## config.mk

```make
export PLATFORM = sky130hd
export DESIGN_NAME = audio_cue_scheduler
export DESIGN_NICKNAME = d
export VERILOG_FILES = /design/src/rtl/audio_cue_pkg.sv /design/src/rtl/audio_cue_arbiter.sv /design/src/rtl/audio_cue_scheduler.sv
export SDC_FILE = /design/constraint.sdc
export NUM_CORES = 1
export LEC_CHECK = 0
export ABC_AREA = 1
export BUFFER_PORTS_ARGS = -buffer_cell sky130_fd_sc_hd__buf_4
export CAP_MARGIN = 20
export CORE_ASPECT_RATIO = 0.7
export CORE_MARGIN = 3
export CORE_UTILIZATION = 30
export CTS_BUF_LIST = sky130_fd_sc_hd__clkbuf_8
export DETAILED_ROUTE_END_ITERATION = 10
export PLACE_DENSITY = 0.56
export SETUP_SLACK_MARGIN = 0.4
export SYNTH_ARGS = -nofsm -noshare
export SYNTH_HDL_FRONTEND = slang
export SYNTH_SLANG_ARGS = --single-unit
```

## constraint.sdc

```tcl
create_clock -name clk -period 4.4 [get_ports clk]
set_input_delay 0.22 -clock clk [delete_from_list [all_inputs] [get_ports clk]]
set_output_delay 0.22 -clock clk [all_outputs]
set_load 0.005 [all_outputs]
```

## src/rtl/audio_cue_pkg.sv

```systemverilog
// Shared definitions for the audio cue scheduler.
// Provides cue ids, FSM state encodings, counter widths, the sample payload
// struct and a modulo-3 cue successor helper.
package audio_cue_pkg;

    localparam int unsigned DUR_W    = 24;
    localparam int unsigned PH_W     = 17;
    localparam int unsigned CUE_W    = 2;
    localparam int unsigned NUM_CUES = 3;
    localparam int unsigned SAMPLE_W = 32;

    typedef enum logic [CUE_W-1:0] {
        CUE_MATCH  = 2'd0,
        CUE_HALT   = 2'd1,
        CUE_SPREAD = 2'd2
    } cue_id_t;

    typedef enum logic [1:0] {
        S_IDLE = 2'd0,
        S_PLAY = 2'd1,
        S_GAP  = 2'd2
    } state_t;

    // Stereo sample pushed into the audio_controller write port
    typedef struct packed {
        logic [SAMPLE_W-1:0] left;
        logic [SAMPLE_W-1:0] right;
    } sample_t;

    // Next cue id in round-robin order (mod 3)
    function automatic logic [CUE_W-1:0] next_cue(input logic [CUE_W-1:0] id);
        return (id >= CUE_W'(NUM_CUES - 1)) ? CUE_W'(0) : CUE_W'(id + CUE_W'(1));
    endfunction

endpackage

```

## src/rtl/audio_cue_arbiter.sv

```systemverilog
// Combinational winner select among pending cues.
// Build option: AUDIO_CUE_RR_EN selects round-robin search starting after
// last_grant; otherwise fixed priority halt > match > spread.
// Ports:
//   pending    in  3  latched cue requests
//   last_grant in  2  most recently granted cue (round-robin only)
//   valid_c    out 1  any cue pending
//   id_c       out 2  winning cue id
module audio_cue_arbiter
    import audio_cue_pkg::*;
(
    input  logic [NUM_CUES-1:0] pending,
    input  logic [CUE_W-1:0]    last_grant,
    output logic                valid_c,
    output logic [CUE_W-1:0]    id_c
);

`ifdef AUDIO_CUE_RR_EN
    logic [CUE_W-1:0] cand;
    logic             found;

    // Walk the three cues starting just after the last grant
    always_comb begin
        valid_c = |pending;
        id_c    = '0;
        found   = 1'b0;
        cand    = next_cue(last_grant);
        for (int i = 0; i < int'(NUM_CUES); i++) begin
            if (!found && pending[cand]) begin
                id_c  = cand;
                found = 1'b1;
            end
            cand = next_cue(cand);
        end
    end
`else
    logic unused_last_grant;
    assign unused_last_grant = ^last_grant;

    // Fixed priority: halt beats match beats spread
    always_comb begin
        valid_c = |pending;
        id_c    = CUE_MATCH;
        if (pending[CUE_HALT]) begin
            id_c = CUE_HALT;
        end else if (pending[CUE_MATCH]) begin
            id_c = CUE_MATCH;
        end else if (pending[CUE_SPREAD]) begin
            id_c = CUE_SPREAD;
        end
    end
`endif

endmodule

```

## src/rtl/audio_cue_scheduler.sv

```systemverilog
// Shares one square-wave audio path between trade-match, halt and
// spread-alert cues: latches one-cycle requests, arbitrates, plays the tone
// for DURATION cycles, then stays silent for GAP_CYCLES.
// Build option: AUDIO_CUE_RR_EN enables round-robin arbitration.
// Ports:
//   clk, reset     clock and synchronous active-high reset
//   cue_req        one-cycle request pulses, bit i = cue i
//   audio_allowed  audio_controller FIFO has room
//   write_out      sample write strobe
//   left_out       left sample, right_out mirrors it
//   busy           high in PLAY or GAP
//   grant_id       cue being played, valid while busy
//   cue_done       one-cycle pulse on PLAY->GAP
module audio_cue_scheduler
    import audio_cue_pkg::*;
#(
    parameter int unsigned       HALF_PERIOD_0 = 25000,
    parameter int unsigned       HALF_PERIOD_1 = 50000,
    parameter int unsigned       HALF_PERIOD_2 = 12500,
    parameter int unsigned       DURATION      = 10000000,
    parameter int unsigned       GAP_CYCLES    = 2500000,
    parameter logic [SAMPLE_W-1:0] AMPL        = 32'h08000000
) (
    input  logic                clk,
    input  logic                reset,
    input  logic [NUM_CUES-1:0] cue_req,
    input  logic                audio_allowed,
    output logic                write_out,
    output logic [SAMPLE_W-1:0] left_out,
    output logic [SAMPLE_W-1:0] right_out,
    output logic                busy,
    output logic [CUE_W-1:0]    grant_id,
    output logic                cue_done
);

    state_t              state_q, state_d;
    logic [NUM_CUES-1:0] pending_q, pending_d, grant_clr;
    logic [DUR_W-1:0]    dur_q, dur_d, gap_q, gap_d;
    logic [PH_W-1:0]     ph_q, ph_d, ph_last;
    logic                level_q, level_d;
    logic [CUE_W-1:0]    grant_q, grant_d;
    logic                busy_q, busy_d, done_q, done_d, write_q, write_d;
    sample_t             sample_q, sample_d;
    logic                arb_valid;
    logic [CUE_W-1:0]    arb_id, last_q;

`ifdef AUDIO_CUE_RR_EN
    // Last granted cue seeds the round-robin search
    always_ff @(posedge clk) begin
        if (reset) begin
            last_q <= CUE_SPREAD;
        end else if (state_q == S_IDLE && arb_valid) begin
            last_q <= arb_id;
        end
    end
`else
    assign last_q = CUE_SPREAD;
`endif

    audio_cue_arbiter u_arbiter (
        .pending    (pending_q),
        .last_grant (last_q),
        .valid_c    (arb_valid),
        .id_c       (arb_id)
    );

    // Half-period terminal count for the cue being played
    always_comb begin
        case (grant_q)
            CUE_HALT:   ph_last = PH_W'(HALF_PERIOD_1 - 1);
            CUE_SPREAD: ph_last = PH_W'(HALF_PERIOD_2 - 1);
            default:    ph_last = PH_W'(HALF_PERIOD_0 - 1);
        endcase
    end

    // Next-state and registered-output logic
    always_comb begin
        state_d   = state_q;
        grant_clr = '0;
        dur_d     = dur_q;
        gap_d     = gap_q;
        ph_d      = ph_q;
        level_d   = level_q;
        grant_d   = grant_q;
        done_d    = 1'b0;
        write_d   = 1'b0;
        sample_d  = sample_q;

        case (state_q)
            S_IDLE: begin
                if (arb_valid) begin
                    grant_clr = NUM_CUES'(1) << arb_id;
                    grant_d   = arb_id;
                    dur_d     = '0;
                    gap_d     = '0;
                    ph_d      = '0;
                    level_d   = 1'b1;
                    state_d   = S_PLAY;
                end
            end
            S_PLAY: begin
                // Duration counts cycles; back-pressure only drops samples
                write_d = audio_allowed;
                if (audio_allowed) begin
                    sample_d.left  = level_q ? AMPL : (SAMPLE_W'(0) - AMPL);
                    sample_d.right = level_q ? AMPL : (SAMPLE_W'(0) - AMPL);
                end
                dur_d = dur_q + DUR_W'(1);
                if (ph_q == ph_last) begin
                    ph_d    = '0;
                    level_d = ~level_q;
                end else begin
                    ph_d = ph_q + PH_W'(1);
                end
                if (dur_q == DUR_W'(DURATION - 1)) begin
                    done_d  = 1'b1;
                    gap_d   = '0;
                    state_d = S_GAP;
                end
            end
            S_GAP: begin
                gap_d = gap_q + DUR_W'(1);
                if (gap_q == DUR_W'(GAP_CYCLES - 1)) begin
                    state_d = S_IDLE;
                end
            end
            default: state_d = S_IDLE;
        endcase

        busy_d    = (state_d != S_IDLE);
        // Same-cycle request for the granted cue survives the clear
        pending_d = (pending_q & ~grant_clr) | cue_req;
    end

    always_ff @(posedge clk) begin
        if (reset) begin
            state_q   <= S_IDLE;
            pending_q <= '0;
            dur_q     <= '0;
            gap_q     <= '0;
            ph_q      <= '0;
            level_q   <= 1'b1;
            grant_q   <= '0;
            busy_q    <= 1'b0;
            done_q    <= 1'b0;
            write_q   <= 1'b0;
            sample_q  <= '0;
        end else begin
            state_q   <= state_d;
            pending_q <= pending_d;
            dur_q     <= dur_d;
            gap_q     <= gap_d;
            ph_q      <= ph_d;
            level_q   <= level_d;
            grant_q   <= grant_d;
            busy_q    <= busy_d;
            done_q    <= done_d;
            write_q   <= write_d;
            sample_q  <= sample_d;
        end
    end

    assign write_out = write_q;
    assign left_out  = sample_q.left;
    assign right_out = sample_q.right;
    assign busy      = busy_q;
    assign grant_id  = grant_q;
    assign cue_done  = done_q;

endmodule

```

* Yosys cells after proc, flatten, opt, wreduce, memory -nomap -nowiden *
Index checks and enable logic that the tools add are counted.

word-level totals
  flip-flop bits (word level) = 108
  input port bits = 6
  output and inout bits = 69
  logic and storage cells = 63

cells by class
  add/subtract/negate cells = 3
  eq/ne operators = 10
  shifts and indexed selects = 1
  mux-type cells = 22
  bitwise gates (word level) = 5
  reductions and logical operators = 11

operators with widths
  kind                                                    count
  case mux 24 bit (3 select lines)                        1
  adder 24 x 1 -> 24 bit (second input constant)          2
  2-to-1 mux 24 bit                                       2
  case mux 24 bit (2 select lines)                        1
  2-to-1 mux 17 bit                                       2
  case mux 17 bit (2 select lines)                        1
  2-to-1 mux 32 bit                                       1
  case mux 16 bit (2 select lines)                        1
  equality test 24 x 22 -> 1 bit (second input constant)  1
  equality test 24 bit (second input constant)            1
  adder 17 x 1 -> 17 bit (second input constant)          1
  equality test 17 bit                                    1
  2-to-1 mux 2 bit                                        6
  2-to-1 mux 3 bit                                        2
  != test 2 bit (second input constant)                   3
  case mux 2 bit (3 select lines)                         1
  AND reduction 2 bit                                     3
  AND reduction 3 bit                                     2
  equality test 2 x 1 -> 1 bit (second input constant)    2
  equality test 2 bit (second input constant)             2
  nonzero test 2 bit                                      2
  bitwise AND 3 bit                                       1
  2-to-1 mux 1 bit                                        3
  inverter 3 bit                                          1
  other kinds (8)                                         9

* Logic depth before layout (Yosys ltp) *
  word-level depth = 9
  mapped depth = 11
  gate-level depth less buffers = 11

* Hierarchy *
A second synthesis with hierarchy kept.

unflattened totals
  cells, all modules = 792
  area total of the unflattened synthesis = 4916.0 um2

by module, submodules not included
  module               times used  cells an instance  area an instance (um2)  seq. area each (um2)
  audio_cue_scheduler  1           785                4883.4                  1561.5
  audio_cue_arbiter    1           7                  32.5                    0.0

* Worst setup path after synthesis *
No wires, ideal clock.

  path kind = flip-flop to flip-flop
  from = register grant_q[0], in the netlist grant_id[0]
  to = register ph_q[14]
  setup time = 0.132 ns
  data arrival time = 1.409 ns
  required time = 4.268 ns
  setup slack = 2.858 ns
  stages on the path, launching flop included = 12
  path buffers = 1
  period minus slack after synthesis = 1.542 ns
  cells stage by stage = dfxtp_1 -> inv_1 -> ha_1 -> nand2_1 -> nand2_1 -> nor2_1 -> nand2_1 -> nor2_1 -> nand2_1 -> buf_2 -> nand4_1 -> a21oi_1

on the way
  longest elaborated chain between the ends = 5
  elaborated cells between the ends (all ways) = 6
  those cells by class = 3 x eq/ne; 3 x mux

RTL lines
  element                                                                     line                        RTL
  start, declared                                                             audio_cue_scheduler.sv:41   logic [CUE_W-1:0] grant_q, grant_d;
  start signal, assigned                                                      audio_cue_scheduler.sv:155  grant_q <= grant_d;
  equality test 2 bit / equality test 2 x 1 -> 1 bit (equally long branches)  audio_cue_scheduler.sv:69   case (grant_q)
  case mux 16 bit (2 select lines) *                                          audio_cue_scheduler.sv:69
  equality test 17 bit *                                                      audio_cue_scheduler.sv:109  if (ph_q == ph_last) begin
  2-to-1 mux 17 bit *                                                         audio_cue_scheduler.sv:109
  case mux 17 bit (2 select lines) *                                          audio_cue_scheduler.sv:89   case (state_q)
  end signal, assigned                                                        audio_cue_scheduler.sv:153  ph_q <= ph_d;
  end, declared                                                               audio_cue_scheduler.sv:39   logic [PH_W-1:0] ph_q, ph_d, ph_last;

Mark *: on every way between the ends. The rest lies on a longest branch, timed or not.
A chain may end at the register's enable or synchronous reset.

* Worst setup path in the final report *
  from = register pending_q[1]
  to = register busy_q, in the netlist busy

on the way
  longest elaborated chain between the ends = 4

RTL lines
  element                          line                        RTL
  start, declared                  audio_cue_scheduler.sv:37   logic [NUM_CUES-1:0] pending_q, pending_d, grant_clr;
  start signal, assigned           audio_cue_scheduler.sv:150  pending_q <= pending_d;
  OR reduction 3 bit               audio_cue_arbiter.sv:42     valid_c = |pending;
  2-to-1 mux 2 bit                 audio_cue_scheduler.sv:91   if (arb_valid) begin
  case mux 2 bit (3 select lines)  audio_cue_scheduler.sv:89
  nonzero test 2 bit               audio_cue_scheduler.sv:130  busy_d = (state_d != S_IDLE);
  end signal, assigned             audio_cue_scheduler.sv:156  busy_q <= busy_d;
  end, declared                    audio_cue_scheduler.sv:42   logic busy_q, busy_d, done_q, done_d, write_q, write_d;

Every way passes these cells.

==> results_dict.tcl <==
set metrics [dict create \
    outcome "complete, no violations" \
    core_area_um2 15800 \
    internal_power_w 0.000948 \
    cts-root-buf "clkbuf_8" \
    timing.rr.end "busy$_SDFF_PP0_" \
    cts_inserted_buffers 9 \
    drive_above_1_share_pct 7.78 \
    htreeDepth 3 \
    min_to "pending_q[1]$_SDFF_PP0_" \
    finalCritPeriodShare_pct 50.8 \
    worstSetupEndpointType "flop" \
    grt_busiest_layer "met1" \
    die_x_um 159 \
    slowest_stage "inv_1" \
    hold_viol 0 \
    rsz0062_at_grt "no" \
    ant_nets 0 \
    netSwitchingPower_w 0.000382 \
    path_class "reg -> reg" \
    grt_pass1_vias 3892 \
    clock.fmax_mhz 448 \
    synth-edff-count 0 \
    holdCritPathClass "in -> reg" \
    crit_chain "inv_1 > nand3b_1 > nand2_1 > nand2_1 > inv_1 > nor2_1 > nand2_1 > nand2_1" \
    grt_use_met2_pct 17.6 \
    grt-ovfl-total 0 \
    finalInstanceArea_um2 5170 \
    antenna_found_initial 0 \
    finalWirelength_um 12100 \
    pwr-share-seq_pct 54.6 \
    p_clk_share_pct 36.1 \
    cts_sinks 78 \
    post_cts_buffers 0 \
    synth-warning-count 0 \
    met1_usage_pct 21.3 \
    yosysTopAreaCell "dfxtp_1" \
    place_congestion 0.877 \
    tns_ns 0 \
    whs_path_depth 3 \
    power.leakage_nw 1.93 \
    via_per_inst 4.52 \
    crit_buf_inv 2 \
    ios 75 \
    synthFlopType "dfxtp_1" \
    clkTransAtPathRegs_ns 0.09 \
    placementRows 38 \
    synth_seq_cells 78 \
    synth_top_cell_area_share_pct 31.6 \
    wl_per_cell_um 12.1 \
    syn-cell-area_um2 4940 \
    critical-path-top-delay-family "simple AND/OR/NAND/NOR gates" \
    slew_headroom_pct 27.5 \
    grt_pass1_wl_um 19900 \
    p_sw_share_pct 28.7 \
    diodes 0 \
    ff2ff_setup_slack_ns 2.17 \
    place.detailed.hpwl_um 8770 \
    hp-start "cue_req[1]" \
    grt.total_usage_pct 13.4 \
    clock_skew_ns 0.0140 \
    finalSetupViolations 0 \
    p_comb_share_pct 9.3 \
    num_vias 4543 \
    dpl-instance-area_um2 5000 \
    first_iter_violations 344 \
    slew_violations 0 \
    cap_violations 0 \
    grt_start_max_net_pins 54 \
    critPathMaxFanout 20 \
    met3_usage_pct 3.45 \
    yosysSeqAreaShare_pct 31.6 \
    drc 0 \
    numPortBuffers 20 \
    netlist_instances 777 \
    power.total_w 0.00133 \
    synthTopCellsByArea "dfxtp_1 32%, nand2_1 15%, buf_4 9.4%" \
    worstMarginPinSlew_ns 1.09 \
    die_y_um 113 \
    min_period_ns 2.23 \
    ff2ff_path_depth 8 \
    ys_types 36 \
    dr.pass1.iters 5 \
    start_kind "flop" \
    ir_drop_mv 0.122 \
    cts_resized 0 \
    die_area_um2 18100 \
    cts_tree "built" \
    power_density_nw_per_um2 257 \
    fin_util_pct 32.7 \
    critPathRequiredTime_ns 4.64 \
    nets 790 \
    areaGrowthSynthToFinish_pct 4.56 \
    r2r-start "pending_q[1]$_SDFF_PP0_" \
    cp_common_cell "nand2_1" \
    hold_buffers 0 \
    syn_avg_cell_area_um2 6.36 \
    max_stage_delay_ns 0.55 \
    arrival_ns 2.47 \
    initial_core_util_pct 31.3 \
    holdWs_ns 0.0655 \
    cts_buffer_depth 2 \
    clk_latency_ns 0.36 \
    synthArstFlopShare_pct 0 \
]
-- worst max-delay path by stage --
stage	end	start	depth (start not counted)
6_report	busy$_SDFF_PP0_	pending_q[1]$_SDFF_PP0_	8
5_1_grt	ph_q[0]$_SDFFE_PP0P_	pending_q[1]$_SDFF_PP0_	7
4_1_cts	busy$_SDFF_PP0_	pending_q[1]$_SDFF_PP0_	8
3_5_place_dp	busy$_SDFF_PP0_	pending_q[1]$_SDFF_PP0_	8
3_3_place_gp	ph_q[0]$_SDFFE_PP0P_	pending_q[1]$_SDFF_PP0_	7
2_1_floorplan	ph_q[14]$_SDFFE_PP0P_	grant_id[0]$_SDFFE_PP0P_	11
-- synth_stat cells, drive strengths merged, types with 4 or more instances --
cell type	number
a21oi	56
buf	74
clkbuf	9
dfxtp	78
ha	5
inv	80
nand2	201
nand3	90
nand3b	4
nand4	18
nor2	87
nor3	13
o21ai	35
or2	9
xor2	7
-- cells by family (layout without fill, tap and decap cells) --
| family | Yosys count | in the layout | share of synthesized area [%] |
|---|---|---|---|
| and+or+nand+nor | 424 | 424 | 37.6 |
| xor gates and xnor gates | 7 | 7 | 1.24 |
| DFF | 78 | 78 | 31.6 |
| adders and majority gates | 5 | 5 | 1.27 |
| other | 1 | 54 | 0.0759 |
| AOI/OAI and AO/OA | 99 | 99 | 10.5 |
| buffers and inverters | 163 | 117 | 17.7 |
-- stage by stage --
step	setup WS, ns	cells
after floorplan	2.86	830
after global placement	2.19	988
after detailed placement	2.21	988
after CTS	2.19	1004
after global routing	1.89	1004
final	2.17	1004
-- state kept, by name (all words and copies together), names as in the netlist --
name and count:
busy 1, cue_done 1, dur_q 24, gap_q 24
grant_id 2, level_q 1, pending_q 3, ph_q 17
right_out 2, state_q 2, write_out 1
-- cell type report --
type	count	area, µm²
timing repair buffer	21	158
clock inverter	7	41.3
tap	220	275
multi-input combinational	589	2710
inverter	80	300
clock buffer	9	124
sequential	78	1560
fill	1806	10600
-- power by group through the flow --
stage	logic (W)	clock network (W)	registers (W)
final	0.000124	0.000480	0.000726
after CTS	0.000124	0.000506	0.000726
after global placement	0.000124	0	0.000743
after detailed placement	0.000123	0	0.000743
after floorplan	0.000126	0	0.000741
after global routing	0.000141	0.000533	0.000728
-- tightest hold or removal path: stages --
cell and delay (ns):
buf_4 0.08, a21oi_1 0.03, nor2_1 0.06
-- layout by cell type (no fill, tap or decap), drive strengths merged --
master,instances
o31ai,1
inv,80
and3,1
o32ai,1
nand4,18
o221ai,1
clkbuf,9
o21ai,35
a211oi,1
ha,5
nand3b,4
clkinv,6
nand3,90
o21bai,1
xor2,7
a21oi,56
dfxtp,78
or2,9
clkinvlp,1
nor3b,1
o22ai,1
nand2,201
buf,21
conb,54
a21boi,1
nor3,13
o211ai,1
nor2,87
-- metal layers --
metal  vias to the layer above  part of all wire (%)
li1                       2402                     -
met1                      2019                    55
met2                       116                    38
met3                         6                   6.2
met4                         0                  0.61
met5                         -                     0
Power figures use the tool's default switching activity.
